[src/rtl/fsm_pkg.sv]
// Shared definitions for the flow-control status interface: lane count,
// default thresholds and the per-lane flow-state encoding.
package fsm_pkg;

  localparam int unsigned NUM_LANES = 4;
  localparam int unsigned DEF_DEPTH = 8;
  localparam int unsigned DEF_AW    = 3;
  localparam int unsigned DEF_HIGH  = 6;
  localparam int unsigned DEF_LOW   = 2;

  typedef enum logic [1:0] {
    RUN       = 2'd0,
    PAUSE_REQ = 2'd1,
    PAUSED    = 2'd2,
    CONT_REQ  = 2'd3
  } flow_state_e;

endpackage

[src/rtl/fifo_lane_status.sv]
// One FIFO lane: saturating occupancy counter, sticky error flags and the
// pause/continue request FSM handshaking with the flow-control FSM.
module fifo_lane_status
  import fsm_pkg::*;
#(
  parameter int unsigned DEPTH = DEF_DEPTH,
  parameter int unsigned AW    = DEF_AW
) (
  input  logic        clk,
  input  logic        rst_n,
  input  logic        init,
  input  logic        push,
  input  logic        pop,
  input  logic        ack_pause,
  input  logic        ack_continue,
  input  logic [AW:0] high_thr,
  input  logic [AW:0] low_thr,
  output logic [AW:0] count,
  output logic        empty,
  output logic        full,
  output logic        pause,
  output logic        cont,
  output logic        overflow,
  output logic        underflow
);

  localparam int unsigned CW = AW + 1;
  localparam logic [AW:0] FULL_CNT = CW'(DEPTH);

  logic        push_ok;
  logic        pop_ok;
  logic [AW:0] count_nxt;
  flow_state_e state;
  flow_state_e state_nxt;
  logic        pause_nxt;
  logic        cont_nxt;

  // Accepted push/pop and next count; init wins over traffic
  always_comb begin
    push_ok   = push && (count != FULL_CNT);
    pop_ok    = pop && (count != '0);
    count_nxt = count;
    if (init) begin
      count_nxt = '0;
    end else if (push_ok && !pop_ok) begin
      count_nxt = count + CW'(1);
    end else if (pop_ok && !push_ok) begin
      count_nxt = count - CW'(1);
    end
  end

  // Empty/full are derived from the next count so they track count exactly
  always_ff @(posedge clk or negedge rst_n) begin
    if (!rst_n) begin
      count     <= '0;
      empty     <= 1'b1;
      full      <= 1'b0;
      overflow  <= 1'b0;
      underflow <= 1'b0;
    end else begin
      count     <= count_nxt;
      empty     <= (count_nxt == '0);
      full      <= (count_nxt == FULL_CNT);
      overflow  <= init ? 1'b0 : (overflow  | (push && (count == FULL_CNT)));
      underflow <= init ? 1'b0 : (underflow | (pop && (count == '0)));
    end
  end

  always_ff @(posedge clk or negedge rst_n) begin
    if (!rst_n) begin
      state <= RUN;
      pause <= 1'b0;
      cont  <= 1'b0;
    end else begin
      state <= state_nxt;
      pause <= pause_nxt;
      cont  <= cont_nxt;
    end
  end

  // Transitions look at the registered count, so requests lag count by a cycle
  always_comb begin
    state_nxt = state;
    if (init) begin
      state_nxt = RUN;
    end else begin
      case (state)
        RUN:       if (count >= high_thr) state_nxt = PAUSE_REQ;
        PAUSE_REQ: if (ack_pause)         state_nxt = PAUSED;
        PAUSED:    if (count <= low_thr)  state_nxt = CONT_REQ;
        CONT_REQ:  if (ack_continue)      state_nxt = RUN;
        default:                          state_nxt = RUN;
      endcase
    end
  end

  always_comb begin
    pause_nxt = 1'b0;
    cont_nxt  = 1'b0;
    pause_nxt = (state_nxt == PAUSE_REQ);
    cont_nxt  = (state_nxt == CONT_REQ);
  end

endmodule

[src/rtl/fifo_status_gen.sv]
// FIFO-bank status generator: threshold registers with legality check,
// config-error flag, and LANES per-lane status trackers with packed outputs.
module fifo_status_gen
  import fsm_pkg::*;
#(
  parameter int unsigned LANES    = NUM_LANES,
  parameter int unsigned DEPTH    = DEF_DEPTH,
  parameter int unsigned AW       = DEF_AW,
  parameter int unsigned HIGH_DEF = DEF_HIGH,
  parameter int unsigned LOW_DEF  = DEF_LOW
) (
  input  logic                    CLK,
  input  logic                    sReset,
  input  logic                    iInit,
  input  logic [AW:0]             iHigh,
  input  logic [AW:0]             iLow,
  input  logic [LANES-1:0]        iPush,
  input  logic [LANES-1:0]        iPop,
  input  logic [LANES-1:0]        iAckPause,
  input  logic [LANES-1:0]        iAckContinue,
  output logic [LANES-1:0]        sEmpty,
  output logic [LANES-1:0]        sFull,
  output logic [LANES-1:0]        sPause,
  output logic [LANES-1:0]        sContinue,
  output logic [LANES*(AW+1)-1:0] oCount,
  output logic [LANES-1:0]        oOverflow,
  output logic [LANES-1:0]        oUnderflow,
  output logic                    oCfgErr
);

  localparam int unsigned CW = AW + 1;
  localparam logic [AW:0] DEPTH_CNT = CW'(DEPTH);

  logic [AW:0] high_thr;
  logic [AW:0] low_thr;
  logic        cfg_legal_c;

  assign cfg_legal_c = (iLow < iHigh) && (iHigh <= DEPTH_CNT);

  // Illegal thresholds are rejected whole; the previous pair stays in force
  always_ff @(posedge CLK or negedge sReset) begin
    if (!sReset) begin
      high_thr <= CW'(HIGH_DEF);
      low_thr  <= CW'(LOW_DEF);
      oCfgErr  <= 1'b0;
    end else if (iInit) begin
      if (cfg_legal_c) begin
        high_thr <= iHigh;
        low_thr  <= iLow;
        oCfgErr  <= 1'b0;
      end else begin
        oCfgErr  <= 1'b1;
      end
    end
  end

  for (genvar g = 0; g < LANES; g++) begin : g_lane
    fifo_lane_status #(
      .DEPTH (DEPTH),
      .AW    (AW)
    ) u_lane (
      .clk          (CLK),
      .rst_n        (sReset),
      .init         (iInit),
      .push         (iPush[g]),
      .pop          (iPop[g]),
      .ack_pause    (iAckPause[g]),
      .ack_continue (iAckContinue[g]),
      .high_thr     (high_thr),
      .low_thr      (low_thr),
      .count        (oCount[g*CW +: CW]),
      .empty        (sEmpty[g]),
      .full         (sFull[g]),
      .pause        (sPause[g]),
      .cont         (sContinue[g]),
      .overflow     (oOverflow[g]),
      .underflow    (oUnderflow[g])
    );
  end

endmodule
[config.mk]
export PLATFORM = sky130hd
export DESIGN_NAME = fifo_status_gen
export DESIGN_NICKNAME = d
export VERILOG_FILES = /design/src/rtl/fsm_pkg.sv /design/src/rtl/fifo_lane_status.sv /design/src/rtl/fifo_status_gen.sv
export SDC_FILE = /design/constraint.sdc
export NUM_CORES = 1
export LEC_CHECK = 0
export ABC_CLOCK_PERIOD_IN_PS = 4150
export CORE_MARGIN = 3
export CORE_UTILIZATION = 25
export DETAILED_ROUTE_END_ITERATION = 12
export SLEW_MARGIN = 20
export SYNTH_ARGS = -nofsm -noshare
export SYNTH_HDL_FRONTEND = slang
export SYNTH_HIERARCHICAL = 1
export SYNTH_SLANG_ARGS = --single-unit
export TNS_END_PERCENT = 20
[constraint.sdc]
create_clock -name CLK -period 4.15 [get_ports CLK]
set_clock_uncertainty 0.15 [all_clocks]
set_input_delay 0.83 -clock CLK [delete_from_list [all_inputs] [get_ports CLK]]
set_output_delay 0.83 -clock CLK [all_outputs]
set_load 0.1 [all_outputs]
==> out/metrics.json, run 1 <==
{
  "run_status": {"value": "completed"},
  "tritoncts.num_buffers": {"value": 9},
  "yosys_cell_types": {"value": 48},
  "cpPeakStageDelay": {"value": 1230, "unit": "ps"},
  "layout.cells.most_common": {"value": "sky130_fd_sc_hd__clkdlybuf4s50_1"},
  "cts_hold_repair.buffers": {"value": 0},
  "setup-violations-final": {"value": 0},
  "number_of_flops_mapped_to_enable_cells_by_yosys": {"value": 0},
  "hpwl": {"value": 7740, "unit": "µm"},
  "cts_root_buffer": {"value": "sky130_fd_sc_hd__clkbuf_16"},
  "largest_delay_share_family_worst_path": {"value": "buffers and inverters"},
  "synthToLayoutAreaGrowth": {"value": 28.2, "unit": "%"},
  "cp.arrival": {"value": 2220, "unit": "ps"},
  "grt_pass1_wl": {"value": 18100, "unit": "µm"},
  "ios": {"value": 68},
  "post_synth_instance_area": {"value": 4120, "unit": "µm²"},
  "io_buffer_count": {"value": 67},
  "total_leakage_power": {"value": 2.22, "unit": "nW"},
  "avgRoutedWirePerCell": {"value": 14.6, "unit": "µm"},
  "initial_antenna_violation_count": {"value": 1},
  "final.setup.tns": {"value": 0, "unit": "ps"},
  "vias": {"value": 3589},
  "synth.yosys.seq_area_share": {"value": 0.349},
  "timing.final.hold_violations": {"value": 0},
  "die_width": {"value": 134, "unit": "µm"},
  "slowest_stage": {"value": "sky130_fd_sc_hd__clkdlybuf4s50_1"},
  "number_of_standard_cell_rows_in_the_floorplan": {"value": 46},
  "final_max_slew_viol_count": {"value": 0},
  "post-layout-total-power": {"value": 4.41, "unit": "mW"},
  "n_fill_cell": {"value": 1679},
  "crit_required": {"value": 3170, "unit": "ps"},
  "insertedDiodeCount": {"value": 0},
  "place.gp.congestion": {"value": 0.810},
  "largest_register_ff_count": {"value": 16},
  "chipHeight": {"value": 134, "unit": "µm"},
  "post_synthesis_mean_instance_area": {"value": 9.05, "unit": "µm²"},
  "detail_route.drc_violations": {"value": 0},
  "overflow": {"value": 0},
  "criticalPathCategory": {"value": "reg -> out"},
  "layout_common_cells": {"value": "sky130_fd_sc_hd__clkdlybuf4s50_1, sky130_fd_sc_hd__inv_1, sky130_fd_sc_hd__dfrtp_1"},
  "post_cts_resize_count": {"value": 0},
  "post-cts-setup-buffer-count": {"value": 0},
  "critPathBufInv": {"value": 1},
  "critical_path_depth": {"value": 1},
  "hold_path_depth": {"value": 1},
  "critPathMaxFanout": {"value": 14},
  "grt_start_max_net_pins": {"value": 40},
  "drt_first_iter_violations": {"value": 172},
  "antenna_left": {"value": 0},
  "fp.coreArea": {"value": 16000, "unit": "µm²"},
  "start_util": {"value": 0.257},
  "cts_tree": {"value": "done"},
  "drt_pass1_iterations": {"value": 5},
  "layout.nets": {"value": 583},
  "final_min_period_over_clock_period": {"value": 0.771},
  "die_area": {"value": 18000, "unit": "µm²"},
  "mappedNetlistNets": {"value": 525},
  "cts_htree_levels": {"value": 3},
  "yosys_most_used_dff": {"value": "sky130_fd_sc_hd__dfrtp_1"},
  "ir_worst_vdd": {"value": 0.571, "unit": "mV"},
  "cts_buffer_depth": {"value": 2},
  "worst-r2r-cell-count": {"value": 7},
  "maxCapViolations": {"value": 0},
  "detail_routed_via_count_per_cell": {"value": 4.89},
  "path_clk_slew": {"value": 50, "unit": "ps"},
  "slew_headroom": {"value": 0.337},
  "layout_top_registers": {"value": "g_lane.u_lane/count (16), g_lane.u_lane/state (8)"},
  "power_density": {"value": 836, "unit": "nW/µm²"},
  "critical_path.startpoint_type": {"value": "register"},
  "timing.fmax": {"value": 313, "unit": "MHz"},
  "fraction_of_layout_instances_using_a_drive_strength_above_1": {"value": 0.0927},
  "worst-slew-pin-transition": {"value": 992, "unit": "ps"},
  "synth-warning-count": {"value": 6},
  "worst_setup_path_end_kind": {"value": "output pin"},
  "synth-seq-cells": {"value": 57},
  "wl": {"value": 10800, "unit": "µm"},
  "grt_pass1_vias": {"value": 3639},
  "async_reset_ff_frac": {"value": 1.00},
  "final.min_clock_period": {"value": 3200, "unit": "ps"},
  "holdCritPathClass": {"value": "reg -> reg"},
  "clk_latency": {"value": 330, "unit": "ps"},
  "netlist_instances": {"value": 455},
  "registers.top_by_ff_count": {"value": "g_lane.u_lane/count"},
  "cell_by_cell_listing_of_the_critical_path": {"value": "clkdlybuf4s50_1"},
  "grt_usage": {"value": 0.125},
  "clock_sinks": {"value": 57},
  "rsz0062_at_grt": {"value": "no"}
}
-- through the flow --
stage / utilization / setup slack, ps / hold WS, ps / cell area, µm² / cells
CTS: 0.330 / 945 / 346 / 5280 / 734
global route: 0.330 / 842 / 372 / 5280 / 734
finish: 0.330 / 952 / 343 / 5280 / 734
global placement: 0.308 / 1220 / 329 / 4930 / 718
floorplan: - / 1350 / 375 / 4120 / 455
detailed placement: 0.308 / 1190 / 333 / 4930 / 718
-- cell usage after synthesis, types with 7 or more instances --
cell | number | share of area
sky130_fd_sc_hd__clkbuf_1 | 7 | 0.0064
sky130_fd_sc_hd__mux2_2 | 11 | 0.030
sky130_fd_sc_hd__dfrtp_1 | 50 | 0.30
sky130_fd_sc_hd__and2_1 | 7 | 0.011
sky130_fd_sc_hd__a211oi_1 | 16 | 0.029
sky130_fd_sc_hd__nor2b_1 | 16 | 0.024
sky130_fd_sc_hd__nand3_1 | 9 | 0.011
sky130_fd_sc_hd__nor2_1 | 27 | 0.025
sky130_fd_sc_hd__nor4_1 | 8 | 0.012
sky130_fd_sc_hd__nand2_1 | 22 | 0.020
sky130_fd_sc_hd__buf_2 | 9 | 0.011
sky130_fd_sc_hd__a31oi_1 | 12 | 0.018
sky130_fd_sc_hd__a21oi_1 | 30 | 0.036
sky130_fd_sc_hd__ha_1 | 43 | 0.13
sky130_fd_sc_hd__nand3b_1 | 7 | 0.013
sky130_fd_sc_hd__nand2b_1 | 12 | 0.018
sky130_fd_sc_hd__o21ai_0 | 22 | 0.027
sky130_fd_sc_hd__nor3_1 | 18 | 0.022
sky130_fd_sc_hd__inv_1 | 51 | 0.047
sky130_fd_sc_hd__dfstp_2 | 7 | 0.045
-- layout make-up --
cell class	instances	area, µm²	area share
Multi-Input combinational cell	325	2360	0.447
Sequential cell	57	1440	0.272
Timing Repair Buffer	69	676	0.128
Tap cell	216	270	0.0512
Clock buffer	11	243	0.0460
Inverter	51	191	0.0363
Clock inverter	5	103	0.0194
-- path summary, 6_finish.rpt --
kind                                                startpoint                                   to  slack [ps]
max                        g_lane[2].u_lane/count[3]$_DFF_PN0_                           oCount[11]         950
min                                        oCfgErr$_DFFE_PN0P_                  oCfgErr$_DFFE_PN0P_         340
max reg2reg                g_lane[0].u_lane/count[0]$_DFF_PN0_      g_lane[0].u_lane/full$_DFF_PN0_        1750
min reg2reg                                oCfgErr$_DFFE_PN0P_                  oCfgErr$_DFFE_PN0P_         340
max in group asynchronous                               sReset     g_lane[2].u_lane/empty$_DFF_PN1_        2500
min in group asynchronous                               sReset  g_lane[0].u_lane/count[2]$_DFF_PN0_         490
-- report_power, final --
group / internal, mW / switching, mW / total (mW)
Clock: 0.601 / 0.259 / 0.859
Combinational: 0.785 / 1.74 / 2.52
Sequential: 0.747 / 0.280 / 1.03
Total: 2.13 / 2.28 / 4.41
-- worst reg2reg max path: stages, from the launching register on --
cell and delay, ps:
sky130_fd_sc_hd__dfrtp_1 460, sky130_fd_sc_hd__inv_1 230, sky130_fd_sc_hd__ha_1 340, sky130_fd_sc_hd__nor2b_1 420
sky130_fd_sc_hd__nor4_1 110, sky130_fd_sc_hd__a211oi_1 290, sky130_fd_sc_hd__a31o_2 230, sky130_fd_sc_hd__nor3_2 40
-- layer usage --
metal	global-route usage	vias up	wire length (µm)
li1	-	1770	-
met1	0.154	1711	4870
met2	0.199	90	5090
met3	0.0469	16	593
met4	0.0464	2	177
met5	0	-	18
-- cell families after synthesis --
logic type                 Yosys count  synth area share
AOI/OAI and AO/OA                  122             0.206
xor gates and xnor gates             4           0.00851
adders and majority gates           43             0.131
buffers and inverters               73            0.0784
DFF                                 57             0.349
muxes                               15            0.0435
and+or+nand+nor                    141             0.184
No activity file was read; power rests on OpenSTA's default activity.
==> run 2, diff against run 1 <==
- ABC_CLOCK_PERIOD_IN_PS: 4150 -> 2900
- clock period: 4.15 -> 2.9 ns (I/O delays scaled with it)
==> run 2 against run 1 <==
Compared with the run above: clock-buffer cell count rose by 1; sequential share of layout area rose by 0.62 points; die area did not move; routed wire length rose by 0.97%; setup slack got worse by 440 ps.
==> out/metrics.json, run 2 (synthesis results as in run 1) <==
{
  "run_status": {"value": "completed", "change": "unchanged"},
  "clock_sinks": {"value": 57, "change": "unchanged"},
  "cell_by_cell_listing_of_the_critical_path": {"value": "clkdlybuf4s50_1, inv_1, ha_1, a2111oi_4, o221ai_2, mux2_2", "change": "was clkdlybuf4s50_1"},
  "grt_util_met1": {"value": 0.156, "change": "was 0.154"},
  "worst-slew-pin-transition": {"value": 560, "unit": "ps", "change": "was 992 ps"},
  "avgRoutedWirePerCell": {"value": 14.7, "unit": "µm", "change": "was 14.6 µm"},
  "grt_pass1_vias": {"value": 3549, "change": "was 3,639"},
  "critPathMaxFanout": {"value": 8, "change": "was 14"},
  "detail_routed_via_count_per_cell": {"value": 4.88, "change": "was 4.89"},
  "rsz0062_at_grt": {"value": "no", "change": "unchanged"},
  "critPathBufInv": {"value": 2, "change": "was 1"},
  "criticalPathCategory": {"value": "in -> reg", "change": "was reg -> out"},
  "crit_required": {"value": 2970, "unit": "ps", "change": "was 3170 ps"},
  "placed_cells_incl_taps": {"value": 723, "change": "was 718"},
  "largest_register_ff_count": {"value": 16, "change": "unchanged"},
  "met3_usage": {"value": 0.0409, "change": "was 0.0469"},
  "chipHeight": {"value": 134, "unit": "µm", "change": "unchanged"},
  "cts_root_buffer": {"value": "sky130_fd_sc_hd__clkbuf_16", "change": "unchanged"},
  "cts_htree_levels": {"value": 3, "change": "unchanged"},
  "post_cts_resize_count": {"value": 0, "change": "unchanged"},
  "largest_delay_share_family_worst_path": {"value": "compound AO/OA/AOI/OAI gates", "change": "was buffers and inverters"},
  "detail_route.drc_violations": {"value": 0, "change": "unchanged"},
  "setup-violations-final": {"value": 0, "change": "unchanged"},
  "cts_hold_repair.buffers": {"value": 0, "change": "unchanged"},
  "cts_tree": {"value": "done", "change": "unchanged"},
  "post-cts-setup-buffer-count": {"value": 0, "change": "unchanged"},
  "cts_buffer_depth": {"value": 2, "change": "unchanged"},
  "slew_headroom": {"value": 0.627, "change": "was 0.337"},
  "timing.fmax": {"value": 419, "unit": "MHz"},
  "cp.arrival": {"value": 2450, "unit": "ps", "change": "was 2220 ps"},
  "vias": {"value": 3610, "change": "was 3,589"},
  "clk_latency": {"value": 330, "unit": "ps", "change": "about the same"},
  "path_clk_slew": {"value": 50, "unit": "ps", "change": "about the same"},
  "layout_common_cells": {"value": "sky130_fd_sc_hd__inv_1, sky130_fd_sc_hd__dfrtp_1, sky130_fd_sc_hd__buf_4", "change": "was sky130_fd_sc_hd__clkdlybuf4s50_1, sky130_fd_sc_hd__inv_1, sky130_fd_sc_hd__dfrtp_1"},
  "grt.met2_usage": {"value": 0.198, "change": "was 0.199"},
  "fp.coreArea": {"value": 16000, "unit": "µm²", "change": "unchanged"},
  "layout.nets": {"value": 588, "change": "was 583"},
  "holdCritPathClass": {"value": "in -> async", "change": "was reg -> reg"},
  "final.min_clock_period": {"value": 2390, "unit": "ps"},
  "io_buffer_count": {"value": 67, "change": "unchanged"},
  "timing.final.hold_violations": {"value": 0, "change": "unchanged"},
  "final_min_period_over_clock_period": {"value": 0.823},
  "die_area": {"value": 18000, "unit": "µm²", "change": "unchanged"},
  "synthToLayoutAreaGrowth": {"value": 25.3, "unit": "%", "change": "was 28.2%"},
  "start_util": {"value": 0.257, "change": "unchanged"},
  "final_max_slew_viol_count": {"value": 0, "change": "unchanged"},
  "overflow": {"value": 0, "change": "unchanged"},
  "busiest_layer": {"value": "met2", "change": "unchanged"},
  "maxCapViolations": {"value": 0, "change": "unchanged"},
  "ios": {"value": 68, "change": "unchanged"},
  "critical_path.startpoint_type": {"value": "primary input", "change": "was register"},
  "worst_setup_path_end_kind": {"value": "register", "change": "was output pin"},
  "die_width": {"value": 134, "unit": "µm", "change": "unchanged"},
  "layout_top_registers": {"value": "g_lane.u_lane/count (16), g_lane.u_lane/state (8)", "change": "unchanged"},
  "registers.top_by_ff_count": {"value": "g_lane.u_lane/count", "change": "unchanged"},
  "drt_pass1_iterations": {"value": 4, "change": "was 5"},
  "cpPeakStageDelay": {"value": 500, "unit": "ps", "change": "was 1230 ps"},
  "fraction_of_layout_instances_using_a_drive_strength_above_1": {"value": 0.182, "change": "was 0.0927"},
  "drt_first_iter_violations": {"value": 156, "change": "was 172"},
  "total_leakage_power": {"value": 2.29, "unit": "nW", "change": "was 2.22 nW"},
  "hpwl": {"value": 7920, "unit": "µm", "change": "was 7740 µm"},
  "layout.cells.most_common": {"value": "sky130_fd_sc_hd__inv_1", "change": "was sky130_fd_sc_hd__clkdlybuf4s50_1"},
  "ir_worst_vdd": {"value": 0.722, "unit": "mV", "change": "was 0.571 mV"},
  "power_density": {"value": 1170, "unit": "nW/µm²", "change": "was 836 nW/µm²"},
  "antenna_left": {"value": 0, "change": "unchanged"},
  "final.setup.tns": {"value": 0, "unit": "ps", "change": "unchanged"},
  "grt_start_max_net_pins": {"value": 25, "change": "was 40"},
  "grt_pass1_wl": {"value": 17800, "unit": "µm", "change": "was 18,100 µm"},
  "slowest_stage": {"value": "sky130_fd_sc_hd__clkdlybuf4s50_1", "change": "unchanged"},
  "place.gp.congestion": {"value": 0.815, "change": "was 0.810"},
  "grt_usage": {"value": 0.123, "change": "was 0.125"},
  "tritoncts.num_buffers": {"value": 9, "change": "unchanged"},
  "initial_antenna_violation_count": {"value": 0, "change": "was 1"},
  "insertedDiodeCount": {"value": 0, "change": "unchanged"},
  "instances_no_fill": {"value": 739, "change": "was 734"},
  "number_of_standard_cell_rows_in_the_floorplan": {"value": 46, "change": "unchanged"},
  "wl": {"value": 10900, "unit": "µm", "change": "was 10,800 µm"}
}
==> run 2: cell types whose count changed in the layout (fill, tap and decap cells not counted), sizes merged <==
cell	previous run	this run
buf	4	50
clkdlybuf4s50	65	24
bufinv	3	0
clkinv	1	3
clkbuf	11	12
==> run 2: final timing paths <==
check | start | to | slack (ps) | cells after the start
max in group asynchronous | sReset | high_thr[1]$_DFFE_PN1P_ | 1770 | 2
max | iHigh[1] | low_thr[0]$_DFFE_PN0P_ | 510 | 6
min in group CLK | oCfgErr$_DFFE_PN0P_ | oCfgErr$_DFFE_PN0P_ | 340 | 1
max reg2reg | g_lane[0].u_lane/count[0]$_DFF_PN0_ | g_lane[0].u_lane/full$_DFF_PN0_ | 530 | 7
min | sReset | g_lane[0].u_lane/count[3]$_DFF_PN0_ | 80 | 1
min reg2reg | oCfgErr$_DFFE_PN0P_ | oCfgErr$_DFFE_PN0P_ | 340 | 1
==> run 2: cell type report <==
class	instances	area [µm²]
Tap cell	216	270
Clock inverter	4	26.3
Fill cell	1684	10800
Sequential cell	57	1440
Inverter	51	191
Timing Repair Buffer	74	611
Clock buffer	12	267
Multi-Input combinational cell	325	2360
==> run 2: metrics by stage <==
stage	hold slack [ps]	cell area, µm²	power (mW)	utilization	setup slack (ps)
5_1_grt	107	5160	6.49	0.322	335
6_report	76.2	5160	6.05	0.322	514
3_5_place_dp	338	4870	5.04	0.304	160
2_1_floorplan	134	4120	4.29	-	95.0
4_1_cts	89.5	5160	6.10	0.322	514
3_3_place_gp	336	4870	4.94	0.304	208
==> run 2: report_power, final <==
part           internal, mW  total [mW]  leakage, nW  switching (mW)
sequential             1.07        1.43        0.735           0.363
clock                 0.645        1.02        0.145           0.377
combinational          1.07        3.59         1.41            2.52
==> run 2: worst reg2reg max path, cell delays in order, from the launching register on <==
cell and delay, ps:
sky130_fd_sc_hd__dfrtp_1 470, sky130_fd_sc_hd__inv_1 230, sky130_fd_sc_hd__ha_1 340, sky130_fd_sc_hd__nor2b_1 400, sky130_fd_sc_hd__a21oi_1 130, sky130_fd_sc_hd__a211oi_1 250
sky130_fd_sc_hd__a31o_2 220, sky130_fd_sc_hd__nor3_2 40
==> run 2: metal layers <==
layer | wire length [µm] | vias to the layer above
li1 | - | 1778
met1 | 4900 | 1740
met2 | 5260 | 78
met3 | 556 | 14
met4 | 141 | 0
met5 | 0 | -
==> run 3, diff against run 2 <==
- ABC_CLOCK_PERIOD_IN_PS: 2900 -> 2500
- clock period: 2.9 -> 2.5 ns (I/O delays scaled with it)
==> run 3 against run 2 <==
Compared with the run above: sequential power grew 15%; setup slack worse by 310 ps; flip-flop and latch count unchanged.
==> out/metrics.json, run 3 (synthesis results as in run 1) <==
{
  "post_cts_resize_count": {"value": 0, "change": "unchanged"},
  "run_status": {"value": "completed", "change": "unchanged"},
  "post-cts-setup-buffer-count": {"value": 0, "change": "unchanged"},
  "fp.coreArea": {"value": 16000, "unit": "µm²", "change": "unchanged"},
  "cp.arrival": {"value": 2370, "unit": "ps", "change": "was 2450 ps"},
  "registers.top_by_ff_count": {"value": "g_lane.u_lane/count", "change": "unchanged"},
  "final_max_slew_viol_count": {"value": 0, "change": "unchanged"},
  "criticalPathCategory": {"value": "reg -> reg", "change": "was in -> reg"},
  "placement.setup.worst_slack": {"value": -130, "unit": "ps", "change": "was 160 ps"},
  "layout.nets": {"value": 606, "change": "was 588"},
  "clock_sinks": {"value": 57, "change": "unchanged"},
  "cts_buffer_depth": {"value": 2, "change": "unchanged"},
  "largest_register_ff_count": {"value": 16, "change": "unchanged"},
  "cpPeakStageDelay": {"value": 520, "unit": "ps", "change": "was 500 ps"},
  "worst_setup_path_end_kind": {"value": "register", "change": "unchanged"},
  "path_clk_slew": {"value": 50, "unit": "ps", "change": "about the same"},
  "instances_no_fill": {"value": 757, "change": "was 739"},
  "critPathMaxFanout": {"value": 9, "change": "was 8"},
  "power_density": {"value": 1360, "unit": "nW/µm²", "change": "was 1170 nW/µm²"},
  "cell_by_cell_listing_of_the_critical_path": {"value": "inv_1, ha_1, nor3b_1, a211oi_2, a21oi_1, mux2_4, and2_1", "change": "was clkdlybuf4s50_1, inv_1, ha_1, a2111oi_4, o221ai_2, mux2_2"},
  "detail_routed_via_count_per_cell": {"value": 4.84, "change": "was 4.88"},
  "grt_start_max_net_pins": {"value": 47, "change": "was 25"},
  "cts_hold_repair.buffers": {"value": 0, "change": "unchanged"},
  "layout.cells.most_common": {"value": "sky130_fd_sc_hd__buf_4", "change": "was sky130_fd_sc_hd__inv_1"},
  "crit_required": {"value": 2570, "unit": "ps", "change": "was 2970 ps"},
  "setup-violations-final": {"value": 0, "change": "unchanged"},
  "place.gp.congestion": {"value": 0.815, "change": "about the same"},
  "largest_delay_share_family_worst_path": {"value": "flip-flops", "change": "was compound AO/OA/AOI/OAI gates"},
  "layout_common_cells": {"value": "sky130_fd_sc_hd__buf_4, sky130_fd_sc_hd__inv_1, sky130_fd_sc_hd__ha_1", "change": "was sky130_fd_sc_hd__inv_1, sky130_fd_sc_hd__dfrtp_1, sky130_fd_sc_hd__buf_4"},
  "slew_headroom": {"value": 0.631, "change": "was 0.627"},
  "die_area": {"value": 18000, "unit": "µm²", "change": "unchanged"},
  "grt_pass1_vias": {"value": 3644, "change": "was 3,549"},
  "maxCapViolations": {"value": 0, "change": "unchanged"},
  "io_buffer_count": {"value": 67, "change": "unchanged"},
  "synthToLayoutAreaGrowth": {"value": 30.7, "unit": "%", "change": "was 25.3%"},
  "drt_pass1_iterations": {"value": 4, "change": "unchanged"},
  "grt_pass1_wl": {"value": 17900, "unit": "µm", "change": "was 17,800 µm"},
  "worst-slew-pin-transition": {"value": 553, "unit": "ps", "change": "was 560 ps"},
  "ios": {"value": 68, "change": "unchanged"},
  "start_util": {"value": 0.257, "change": "unchanged"},
  "number_of_standard_cell_rows_in_the_floorplan": {"value": 46, "change": "unchanged"},
  "chipHeight": {"value": 134, "unit": "µm", "change": "unchanged"},
  "wl": {"value": 10900, "unit": "µm", "change": "about the same"},
  "vias": {"value": 3663, "change": "was 3,610"},
  "layout_top_registers": {"value": "g_lane.u_lane/count (16), g_lane.u_lane/state (8)", "change": "unchanged"},
  "rsz0062_at_grt": {"value": "no", "change": "unchanged"},
  "avgRoutedWirePerCell": {"value": 14.4, "unit": "µm", "change": "was 14.7 µm"},
  "antenna_left": {"value": 0, "change": "unchanged"},
  "cts_htree_levels": {"value": 3, "change": "unchanged"},
  "timing.final.hold_violations": {"value": 0, "change": "unchanged"},
  "detail_route.drc_violations": {"value": 0, "change": "unchanged"},
  "critPathBufInv": {"value": 1, "change": "was 2"},
  "clk_latency": {"value": 340, "unit": "ps", "change": "was 330 ps"},
  "post-layout-total-power": {"value": 7.33, "unit": "mW", "change": "was 6.05 mW"},
  "cts_root_buffer": {"value": "sky130_fd_sc_hd__clkbuf_16", "change": "unchanged"},
  "fraction_of_layout_instances_using_a_drive_strength_above_1": {"value": 0.227, "change": "was 0.182"},
  "drt_first_iter_violations": {"value": 218, "change": "was 156"},
  "critical_path.startpoint_type": {"value": "register", "change": "was primary input"},
  "die_width": {"value": 134, "unit": "µm", "change": "unchanged"},
  "insertedDiodeCount": {"value": 0, "change": "unchanged"},
  "ir_worst_vdd": {"value": 0.718, "unit": "mV", "change": "was 0.722 mV"},
  "placed_cells_incl_taps": {"value": 741, "change": "was 723"},
  "final_min_period_over_clock_period": {"value": 0.918},
  "initial_antenna_violation_count": {"value": 0, "change": "unchanged"},
  "timing.fmax": {"value": 436, "unit": "MHz"},
  "total_leakage_power": {"value": 2.40, "unit": "nW", "change": "was 2.29 nW"},
  "final.min_clock_period": {"value": 2290, "unit": "ps"},
  "tritoncts.num_buffers": {"value": 9, "change": "unchanged"},
  "grt_usage": {"value": 0.124, "change": "was 0.123"},
  "overflow": {"value": 0, "change": "unchanged"},
  "holdCritPathClass": {"value": "in -> async", "change": "unchanged"},
  "slowest_stage": {"value": "sky130_fd_sc_hd__dfrtp_4", "change": "was sky130_fd_sc_hd__clkdlybuf4s50_1"},
  "cts_tree": {"value": "done", "change": "unchanged"},
  "hpwl": {"value": 8000, "unit": "µm", "change": "was 7920 µm"},
  "worst_slack": {"value": 206, "unit": "ps", "change": "was 514 ps"}
}
-- run 3: changes by cell type in the layout (fill, tap and decap cells not counted), moves of 2 or more --
cell and delta:
sky130_fd_sc_hd__dfrtp_4 +2, sky130_fd_sc_hd__dfrtp_1 -8, sky130_fd_sc_hd__dfrtp_2 +6, sky130_fd_sc_hd__buf_12 +2, sky130_fd_sc_hd__bufinv_16 +2, sky130_fd_sc_hd__buf_4 +16
-- run 3: worst reg2reg max path: stages, from the launching register on --
cell and delay (ps):
sky130_fd_sc_hd__dfrtp_4 520, sky130_fd_sc_hd__inv_1 120, sky130_fd_sc_hd__ha_1 290, sky130_fd_sc_hd__nor3b_1 340, sky130_fd_sc_hd__a211oi_2 100, sky130_fd_sc_hd__a21oi_1 200
sky130_fd_sc_hd__mux2_4 330, sky130_fd_sc_hd__and2_1 140
-- run 3: layout make-up --
cell class | instances | area [µm²]
Clock inverter | 5 | 77.6
Inverter | 51 | 191
Tap cell | 216 | 270
Timing Repair Buffer | 92 | 771
Sequential cell | 57 | 1450
Fill cell | 1671 | 10600
Clock buffer | 11 | 253
Multi-Input combinational cell | 325 | 2370
-- run 3: where the power goes --
part / switching [mW] / total (mW) / internal, mW
logic: 3.00 / 4.32 / 1.33
clock network: 0.442 / 1.36 / 0.922
registers: 0.381 / 1.64 / 1.26
total: 3.82 / 7.33 / 3.51
-- run 3: final timing paths --
path	startpoint	to	slack, ps	cells past startpoint
setup / recovery	g_lane[3].u_lane/count[0]$_DFF_PN0_	g_lane[3].u_lane/full$_DFF_PN0_	210	7
hold / removal	sReset	g_lane[2].u_lane/state[0]$_DFF_PN0_	0.2	1
setup reg to reg	g_lane[3].u_lane/count[0]$_DFF_PN0_	g_lane[3].u_lane/full$_DFF_PN0_	210	7
hold reg to reg	oCfgErr$_DFFE_PN0P_	oCfgErr$_DFFE_PN0P_	330	1
max in group asynchronous	sReset	high_thr[1]$_DFFE_PN1P_	1540	2
min in group CLK	oCfgErr$_DFFE_PN0P_	oCfgErr$_DFFE_PN0P_	330	1
-- run 3: per-stage QoR --
step	TNS [ps]	utilization	cell area, µm²	hold WS, ps
finish	0	0.336	5380	0.246
global route	0	0.336	5380	41.0
CTS	0	0.336	5370	13.9
detailed placement	-812	0.315	5040	322
global placement	-382	0.315	5040	330
floorplan	-38.3	-	4130	54.4
-- run 3: routing by layer --
layer | global-route usage | vias up | part of all wire
met5 | 0 | - | 0
met3 | 0.0240 | 12 | 0.037
met1 | 0.157 | 1765 | 0.45
met2 | 0.205 | 72 | 0.49
li1 | - | 1814 | -
met4 | 0.0537 | 0 | 0.017
